[config.mk]
export PLATFORM = sky130hd
export DESIGN_NAME = load_store_unit
export DESIGN_NICKNAME = d
export VERILOG_FILES = /design/src/rtl/load_store_unit.sv
export SDC_FILE = /design/constraint.sdc
export NUM_CORES = 1
export LEC_CHECK = 0
export ABC_AREA = 0
export ABC_CLOCK_PERIOD_IN_PS = 2300
export CORE_MARGIN = 10
export CORE_UTILIZATION = 31
export CTS_CLUSTER_SIZE = 14
export DETAILED_ROUTE_END_ITERATION = 8
export DONT_BUFFER_PORTS = 1
export PLACE_DENSITY = 0.49
export SLEW_MARGIN = 15
export SYNTH_ARGS = -nofsm -noshare
export SYNTH_HDL_FRONTEND = slang
export SYNTH_SLANG_ARGS = --single-unit
[constraint.sdc]
create_clock -name clk -period 2.3 [get_ports clk]
set_input_delay 0.46 -clock clk [delete_from_list [all_inputs] [get_ports clk]]
set_output_delay 0.46 -clock clk [all_outputs]
set_load 0.005 [all_outputs]
[src/rtl/load_store_unit.sv]
// load_store_unit
// Memory-stage load/store engine. Accepts an effective address and rs2 data
// from the ALU stage and runs one data-memory transaction over a req/ack bus.
// It builds byte enables, replicates store data across byte lanes, and
// extracts plus extends load data. Misaligned or illegal accesses and bus
// timeouts are reported as one-cycle error pulses instead of being issued.
//
// Ports
//   clk, reset     clock; synchronous active-low reset
//   MemRead        load present
//   MemWrite       store present (wins over MemRead)
//   Funct3         access size/sign: 000 B, 001 H, 010 W, 100 BU, 101 HU
//   ALUResult      effective byte address
//   WriteData      rs2 store data
//   Stall          hold upstream pipeline registers
//   ReadData       extended load result, held until the next completed load
//   RdValid        pulse: ReadData updated this cycle
//   MisalignErr    pulse: misaligned or illegal access rejected
//   TimeoutErr     pulse: transaction aborted by timeout
//   mem_req/we/addr/wdata/be   bus request side (word address, lanes replicated)
//   mem_ack/rdata  bus completion and read word
module load_store_unit #(
    parameter int DATA_WIDTH     = 32,
    parameter int TIMEOUT_CYCLES = 255
) (
    input  logic                    clk,
    input  logic                    reset,
    input  logic                    MemRead,
    input  logic                    MemWrite,
    input  logic [2:0]              Funct3,
    input  logic [DATA_WIDTH-1:0]   ALUResult,
    input  logic [DATA_WIDTH-1:0]   WriteData,
    output logic                    Stall,
    output logic [DATA_WIDTH-1:0]   ReadData,
    output logic                    RdValid,
    output logic                    MisalignErr,
    output logic                    TimeoutErr,
    output logic                    mem_req,
    output logic                    mem_we,
    output logic [DATA_WIDTH-1:0]   mem_addr,
    output logic [DATA_WIDTH-1:0]   mem_wdata,
    output logic [DATA_WIDTH/8-1:0] mem_be,
    input  logic                    mem_ack,
    input  logic [DATA_WIDTH-1:0]   mem_rdata
);

    localparam int NUM_LANES = DATA_WIDTH / 8;
    // Count value at which the final allowed REQ cycle is running.
    localparam logic [31:0] TMO_LAST = 32'(TIMEOUT_CYCLES - 1);

    typedef enum logic [1:0] {IDLE, REQ, DONE, ERR} state_t;

    state_t                  state, state_nxt;
    logic [31:0]             tmo_cnt;
    logic [1:0]              lane_q;
    logic [2:0]              f3_q;
    logic                    we_q;
    logic                    tmo_q;

    logic                    request;
    logic                    aligned;
    logic                    f3_ok;
    logic                    tmo_hit;
    logic [NUM_LANES-1:0]    be_nxt;
    logic [DATA_WIDTH-1:0]   wdata_nxt;
    logic [DATA_WIDTH-1:0]   rd_shift;
    logic [DATA_WIDTH-1:0]   ld_ext;

    // ---------------- request decode ----------------
    always_comb begin
        request = MemRead | MemWrite;
        unique case (Funct3[1:0])
            2'b00:   aligned = 1'b1;
            2'b01:   aligned = ~ALUResult[0];
            2'b10:   aligned = (ALUResult[1:0] == 2'b00);
            default: aligned = 1'b0;
        endcase
        // Stores only have signed encodings; loads add BU/HU but not 110/111.
        if (MemWrite)
            f3_ok = ~Funct3[2] & (Funct3[1:0] != 2'b11);
        else
            f3_ok = (Funct3[1:0] != 2'b11) & (Funct3 != 3'b110);
    end

    always_comb begin
        unique case (Funct3[1:0])
            2'b00: begin
                be_nxt    = 4'b0001 << ALUResult[1:0];
                wdata_nxt = {4{WriteData[7:0]}};
            end
            2'b01: begin
                be_nxt    = ALUResult[1] ? 4'b1100 : 4'b0011;
                wdata_nxt = {2{WriteData[15:0]}};
            end
            default: begin
                be_nxt    = 4'b1111;
                wdata_nxt = WriteData;
            end
        endcase
    end

    // ---------------- load extraction ----------------
    always_comb begin
        rd_shift = mem_rdata >> {lane_q, 3'b000};
        unique case (f3_q)
            3'b000:  ld_ext = {{24{rd_shift[7]}}, rd_shift[7:0]};
            3'b100:  ld_ext = {24'b0, rd_shift[7:0]};
            3'b001:  ld_ext = {{16{rd_shift[15]}}, rd_shift[15:0]};
            3'b101:  ld_ext = {16'b0, rd_shift[15:0]};
            default: ld_ext = mem_rdata;
        endcase
    end

    assign tmo_hit = (TIMEOUT_CYCLES != 0) && (tmo_cnt == TMO_LAST);

    // ---------------- FSM ----------------
    always_ff @(posedge clk) begin
        if (!reset) state <= IDLE;
        else        state <= state_nxt;
    end

    always_comb begin
        state_nxt   = state;
        Stall       = 1'b0;
        mem_req     = 1'b0;
        RdValid     = 1'b0;
        MisalignErr = 1'b0;
        TimeoutErr  = 1'b0;
        unique case (state)
            IDLE: begin
                if (request) begin
                    Stall     = 1'b1;
                    state_nxt = (aligned && f3_ok) ? REQ : ERR;
                end
            end
            REQ: begin
                Stall   = 1'b1;
                mem_req = 1'b1;
                if (mem_ack)      state_nxt = DONE;
                else if (tmo_hit) state_nxt = ERR;
            end
            DONE: begin
                RdValid   = ~we_q;
                state_nxt = IDLE;
            end
            ERR: begin
                MisalignErr = ~tmo_q;
                TimeoutErr  = tmo_q;
                state_nxt   = IDLE;
            end
            default: state_nxt = IDLE;
        endcase
    end

    // ---------------- datapath registers ----------------
    always_ff @(posedge clk) begin
        if (!reset) begin
            tmo_cnt   <= '0;
            lane_q    <= '0;
            f3_q      <= '0;
            we_q      <= 1'b0;
            tmo_q     <= 1'b0;
            mem_we    <= 1'b0;
            mem_addr  <= '0;
            mem_wdata <= '0;
            mem_be    <= '0;
            ReadData  <= '0;
        end else begin
            unique case (state)
                IDLE: begin
                    if (request) begin
                        lane_q    <= ALUResult[1:0];
                        f3_q      <= Funct3;
                        we_q      <= MemWrite;
                        tmo_q     <= 1'b0;
                        tmo_cnt   <= '0;
                        mem_we    <= MemWrite;
                        mem_addr  <= {ALUResult[DATA_WIDTH-1:2], 2'b00};
                        mem_wdata <= wdata_nxt;
                        mem_be    <= be_nxt;
                    end
                end
                REQ: begin
                    if (mem_ack) begin
                        if (!we_q) ReadData <= ld_ext;
                    end else if (tmo_hit) begin
                        tmo_q <= 1'b1;
                    end else begin
                        tmo_cnt <= tmo_cnt + 32'd1;
                    end
                end
                default: ;
            endcase
        end
    end

endmodule
# Word level (Yosys, flattened, before mapping)

Cells that the tools add are included.

Output and inout bits: 106
Register bits after elaboration: 139

Equal/unequal tests: 16
Bitwise logic cells: 7
Mux-type cells: 25
Shift operators: 2
$add $sub $neg: 1
Reduce and logical (&&, ||, !) cells: 12

Operators by type and width:

| kind                                                                   | count |
|---|---|
| 32-bit case mux with 2 select lines                                    | 2 |
| 32-bit case mux with 4 select lines                                    | 1 |
| 32-bit two-way mux                                                     | 3 |
| 32-bit by 1-bit adder with 32-bit output, second input constant        | 1 |
| 32-bit by 8-bit equality test with 1-bit output, second input constant | 1 |
| 32-bit by 5-bit >> shifter with 16-bit output                          | 1 |
| 2-bit inequality test, second input constant                           | 5 |
| 1-bit two-way mux                                                      | 9 |
| 2-bit two-way mux                                                      | 4 |
| 4-bit case mux with 2 select lines                                     | 1 |
| 4-bit AND reduction                                                    | 2 |
| 2-bit equality test, second input constant                             | 3 |
| 3-bit equality test, second input constant                             | 2 |
| 2-bit zero test                                                        | 3 |
| 3-bit inequality test, second input constant                           | 2 |
| 2-bit case mux with 3 select lines                                     | 1 |
| 2-bit by 1-bit equality test with 1-bit output, second input constant  | 2 |
| 4-bit two-way mux                                                      | 1 |
| 1-bit NOT                                                              | 4 |
| 1-bit case mux with 2 select lines                                     | 2 |
| 2-bit AND reduction                                                    | 2 |
| 1-bit by 2-bit left shift with 4-bit output, first input constant      | 1 |
| 3-bit by 1-bit equality test with 1-bit output, second input constant  | 1 |
| 3-bit zero test                                                        | 1 |
| other kinds (7)                                                        | 8 |

# Longest topological paths before layout

Depth after elaboration: 7
Depth in mapped cells: 8

# Worst setup path after synthesis

No wires, ideal clock.

Path kind: reg-to-reg
Start: register lane_q[1]
End: register ReadData[21]
Path slack: 0.259 ns
Cell stages (with the launch flop): 7
Setup time: 0.122 ns
Period minus slack after synthesis: 2.041 ns
Required time: 2.178 ns
Arrival: 1.919 ns
Path through: dfxtp_1 -> clkbuf_1 -> mux4_2 -> a21oi_2 -> o21a_1 -> buf_2 -> a21oi_1

Word-level cells in the longest chain between the ends: 2

Ends and longest elaborated chain:

| what                                          | RTL line | source |
|---|---|---|
| start, declared                               | 55       | `logic [1:0] lane_q;` |
| start signal, assigned                        | 172      | `lane_q <= ALUResult[1:0];` |
| 32-bit by 5-bit >> shifter with 16-bit output | 104      | `rd_shift = mem_rdata >> {lane_q, 3'b000};` |
| 32-bit case mux with 4 select lines           | 105      | `unique case (f3_q)` |
| end signal, assigned                          | 185      | `if (!we_q) ReadData <= ld_ext;` |
| end, declared                                 | 34       | `output logic [DATA_WIDTH-1:0] ReadData,` |

No other way between the ends.
A chain may end at the register's enable or synchronous reset.

# Final worst setup path

Start: register tmo_cnt[1]
End: register tmo_cnt[20]

Word-level cells in the longest chain between the ends: 4
Elaborated cells on any way between the ends: 7
Those cells by class: add/sub (1); eq/ne (2); mux (3); reduce/logical (1)

Ends and longest elaborated chain:

| what                                     | RTL line | source |
|---|---|---|
| start, declared                          | 54       | `logic [31:0] tmo_cnt;` |
| start signal, assigned                   | 189      | `tmo_cnt <= tmo_cnt + 32'd1;` |
| 32-bit by 1-bit adder with 32-bit output | 189      |  |
| 32-bit two-way mux                       | 186      | `end else if (tmo_hit) begin` |
| 32-bit two-way mux                       | 184      | `if (mem_ack) begin` |
| 32-bit case mux with 2 select lines      | 169      | `unique case (state)` |

Parallel ways exist; a longest one is shown, timed or not. The select of a mux whose other input is x is not followed.

==> impl_results.md <==
- Status: complete, no violations
- Avg WL per Cell: approximately 20 µm
- Cell leakage power: between 0.002 and 0.003 µW
- Clk sinks: 139
- CP cell instances: ha_1 -> nor4b_1 -> nand3_1 -> or4_4 -> a21oi_2 -> buf_12 -> a221o_1
- Async S/R FF share, synth: 0%
- Final nets: roughly 900
- IO Pins: 210
- Most used DFF post-synth: dfxtp_1
- CTS tree: done
- Fraction of layout cells with a size suffix above 1: 9.20%
- Worst skew pair latency: 0.43 ns
- Setup TNS: 0 ns
- Antenna viol nets, final: 0
- Fin. Hold Viols: 0
- Total CTS buffers: 17
- Fillers: 2115
- Initial Utilization: 31.4%
- Crit path launch type: flip-flop
- Dominant cell type by area after synthesis: dfxtp_1
- CTS H-Tree Depth: 4
- Post-synth cell types: 55
- Top post-synthesis cells by area: dfxtp_1 (44%), nand2_1 (9.6%), a21oi_1 (7.4%)
- Max Freq: approximately 0.47 GHz
- Placed Cells: 1042
- DP HPWL: between 15 and 20 mm
- Flops & latches, synth: 139
- Maximum clock path buffer count: 2
- Area grow syn2layout: 15.7%
- Critical-path maximum fanout: 13
- Max Transition Viols Final: 0
- Die ar.: 0.0266 mm²
- Slew HR: 60.7%
- Crit end category: flip-flop
- Total setup buffers inserted after CTS: 0
- Hold crit path type: in -> reg
- Worst EP required: 2.67 ns
- Largest net degree at the start of global routing: 83
- Reg-to-reg critical path startpoint: tmo_cnt[1]
- Crit. Startpoint: tmo_cnt[1]
- Yosys top cell area share: 43.9%
- Slew at the pin closest to its max-slew limit: 0.587 ns
- Power Density: about 900 mW/mm²
- Antenna violations before repair: 0
- Drt drc: 0
- First-pass GRT wire length: ~33 mm
- Sequential-to-total area share from yosys stat: 43.9%
- DR vias: ~5700
- Multi-input logic area: about 0.0033 mm²
- FP Rows: 52
- Critical path class: reg -> reg
- Mapped Area: about 0.0063 mm²
- Die Span X: 163 µm
- Period utilization: between 90% and 100%
- Unrepaired setup endpoints after global routing: no
- Routability cong.: 0.799
- Vias in the first global route: 5444
- Hold-fix buffers, CTS: 0
- Drt pass-1 iters: 5
- GRT Overall Usage: roughly 16%
- Starting DRC count in detailed routing: 427
- Core Region: 0.0202 mm²
- CP delay by family, top: simple AND/OR/NAND/NOR gates
- Post-synth EDFFs: 0
- Total Routed Length: between 20 and 25 mm
- VDD IR max: 481 µV
- HP Start: WriteData[3]
- Register area: 0.00278 mm²
- Tmin final: 2.14 ns
- Setup Skew: approximately 0.011 ns
- N_diodes: 0
- Clk root buf: clkbuf_16
- Critical-path top delay cell: or4_4
- Arrival @ worst endpoint: 2.50 ns
- Ys Warns: 0
- Post-Syn Instances: 802
- Overall power: around 6500 µW
- CTS clk-pin slew, worst paths: 0.07 ns
- CTS resizes: 0
- Max cap viols: 0
- Vias per cell: 5.34
- Commonest cells in the netlist: nand2_1 (163), dfxtp_1 (139), a21oi_1 (94)
- Gr ovfl total: 0
- Endpoints failing setup: 0
- Finished Layout Cells: roughly 1100
- CP max stage delay: 0.55 ns
- Most common cell in the netlist: nand2_1
- Bufs and invs on worst path: 1
- Input/output buffers: 0
- Syn_area_per_cell: 7.91 µm²
- Die Height: about 160 µm
stage by stage:
stage	hold WS [ns]	cell area, µm²	utilization (%)	setup WS [ns]
after CTS	0.140	7340	36.4	0.137
after global placement	0.466	6730	33.4	0.188
after global routing	0.145	7340	36.4	0.0590
after floorplan	0.445	6340	-	0.259
after detailed placement	0.465	6730	33.4	0.168
final	0.160	7340	36.4	0.164
logic make-up (layout without fill, tap and decap cells):
group                    count (synthesis)  after routing  synth area share [%]
flip-flops                             139            139                  43.9
buffers and inverters                   72             73                  4.56
other                                    1              2                0.0591
AND/OR/NAND/NOR                        313            313                  22.2
AO/OA/AOI/OAI                          231            231                  22.0
XOR/XNOR                                10             10                  1.38
multiplexers                            34             34                  5.56
adder cells (fa/ha/maj)                  2              2                 0.395
flip-flops by register name, indices dropped and copies added (netlist names):
| name | flops |
|---|---|
| tmo_cnt | 32 |
| mem_wdata | 32 |
| we_q | 1 |
| tmo_q | 1 |
| f3_q | 3 |
| ReadData | 32 |
| mem_addr | 30 |
| state | 2 |
| mem_be | 4 |
| lane_q | 2 |
report_power, final:
| group | switching, µW | internal, µW | total, µW |
|---|---|---|---|
| Combinational | 538 | 319 | 857 |
| Clock | 1220 | 1640 | 2860 |
| Sequential | 194 | 2610 | 2810 |
| Total | 1950 | 4570 | 6520 |
placed cells by master (no fill, tap or decap), drive strengths merged, types with 9 or more instances in the layout:
cell type | Yosys | routed
nor4 | 20 | 20
mux2i | 33 | 33
inv | 10 | 19
dfxtp | 139 | 139
a21oi | 96 | 96
o211ai | 11 | 11
clkbuf | 48 | 17
nor2 | 56 | 56
nand3 | 14 | 14
o22a | 9 | 9
nand4 | 10 | 10
xnor2 | 10 | 10
nand2 | 163 | 163
a211oi | 9 | 9
nor3 | 12 | 12
o21ai | 59 | 59
buf | 13 | 30
path summary, 6_finish.rpt:
kind,to,slack [ns],cells past startpoint
max,tmo_cnt[20],0.16,7
min,mem_wdata[3],0.16,2
max reg2reg,tmo_cnt[20],0.16,7
min reg2reg,f3_q[1],0.47,2
area by class of cell:
| cell class | count | share of cell area (%) |
|---|---|---|
| Clock buffer | 17 | 5.80 |
| Inverter | 11 | 0.563 |
| Clock inverter | 15 | 2.42 |
| Timing Repair Buffer | 30 | 3.75 |
| Multi-Input combinational cell | 592 | 44.9 |
| Tap cell | 270 | 4.60 |
| Sequential cell | 139 | 37.9 |
per-layer routing:
layer | share of wire (%) | track usage, % | vias up
met5 | 0 | 0 | -
met1 | 42 | 20.2 | 2651
met2 | 45 | 23.5 | 237
met4 | 0.82 | 3.93 | 0
li1 | - | - | 2832
met3 | 12 | 7.68 | 20
No activity file was read; power rests on OpenSTA's default activity.
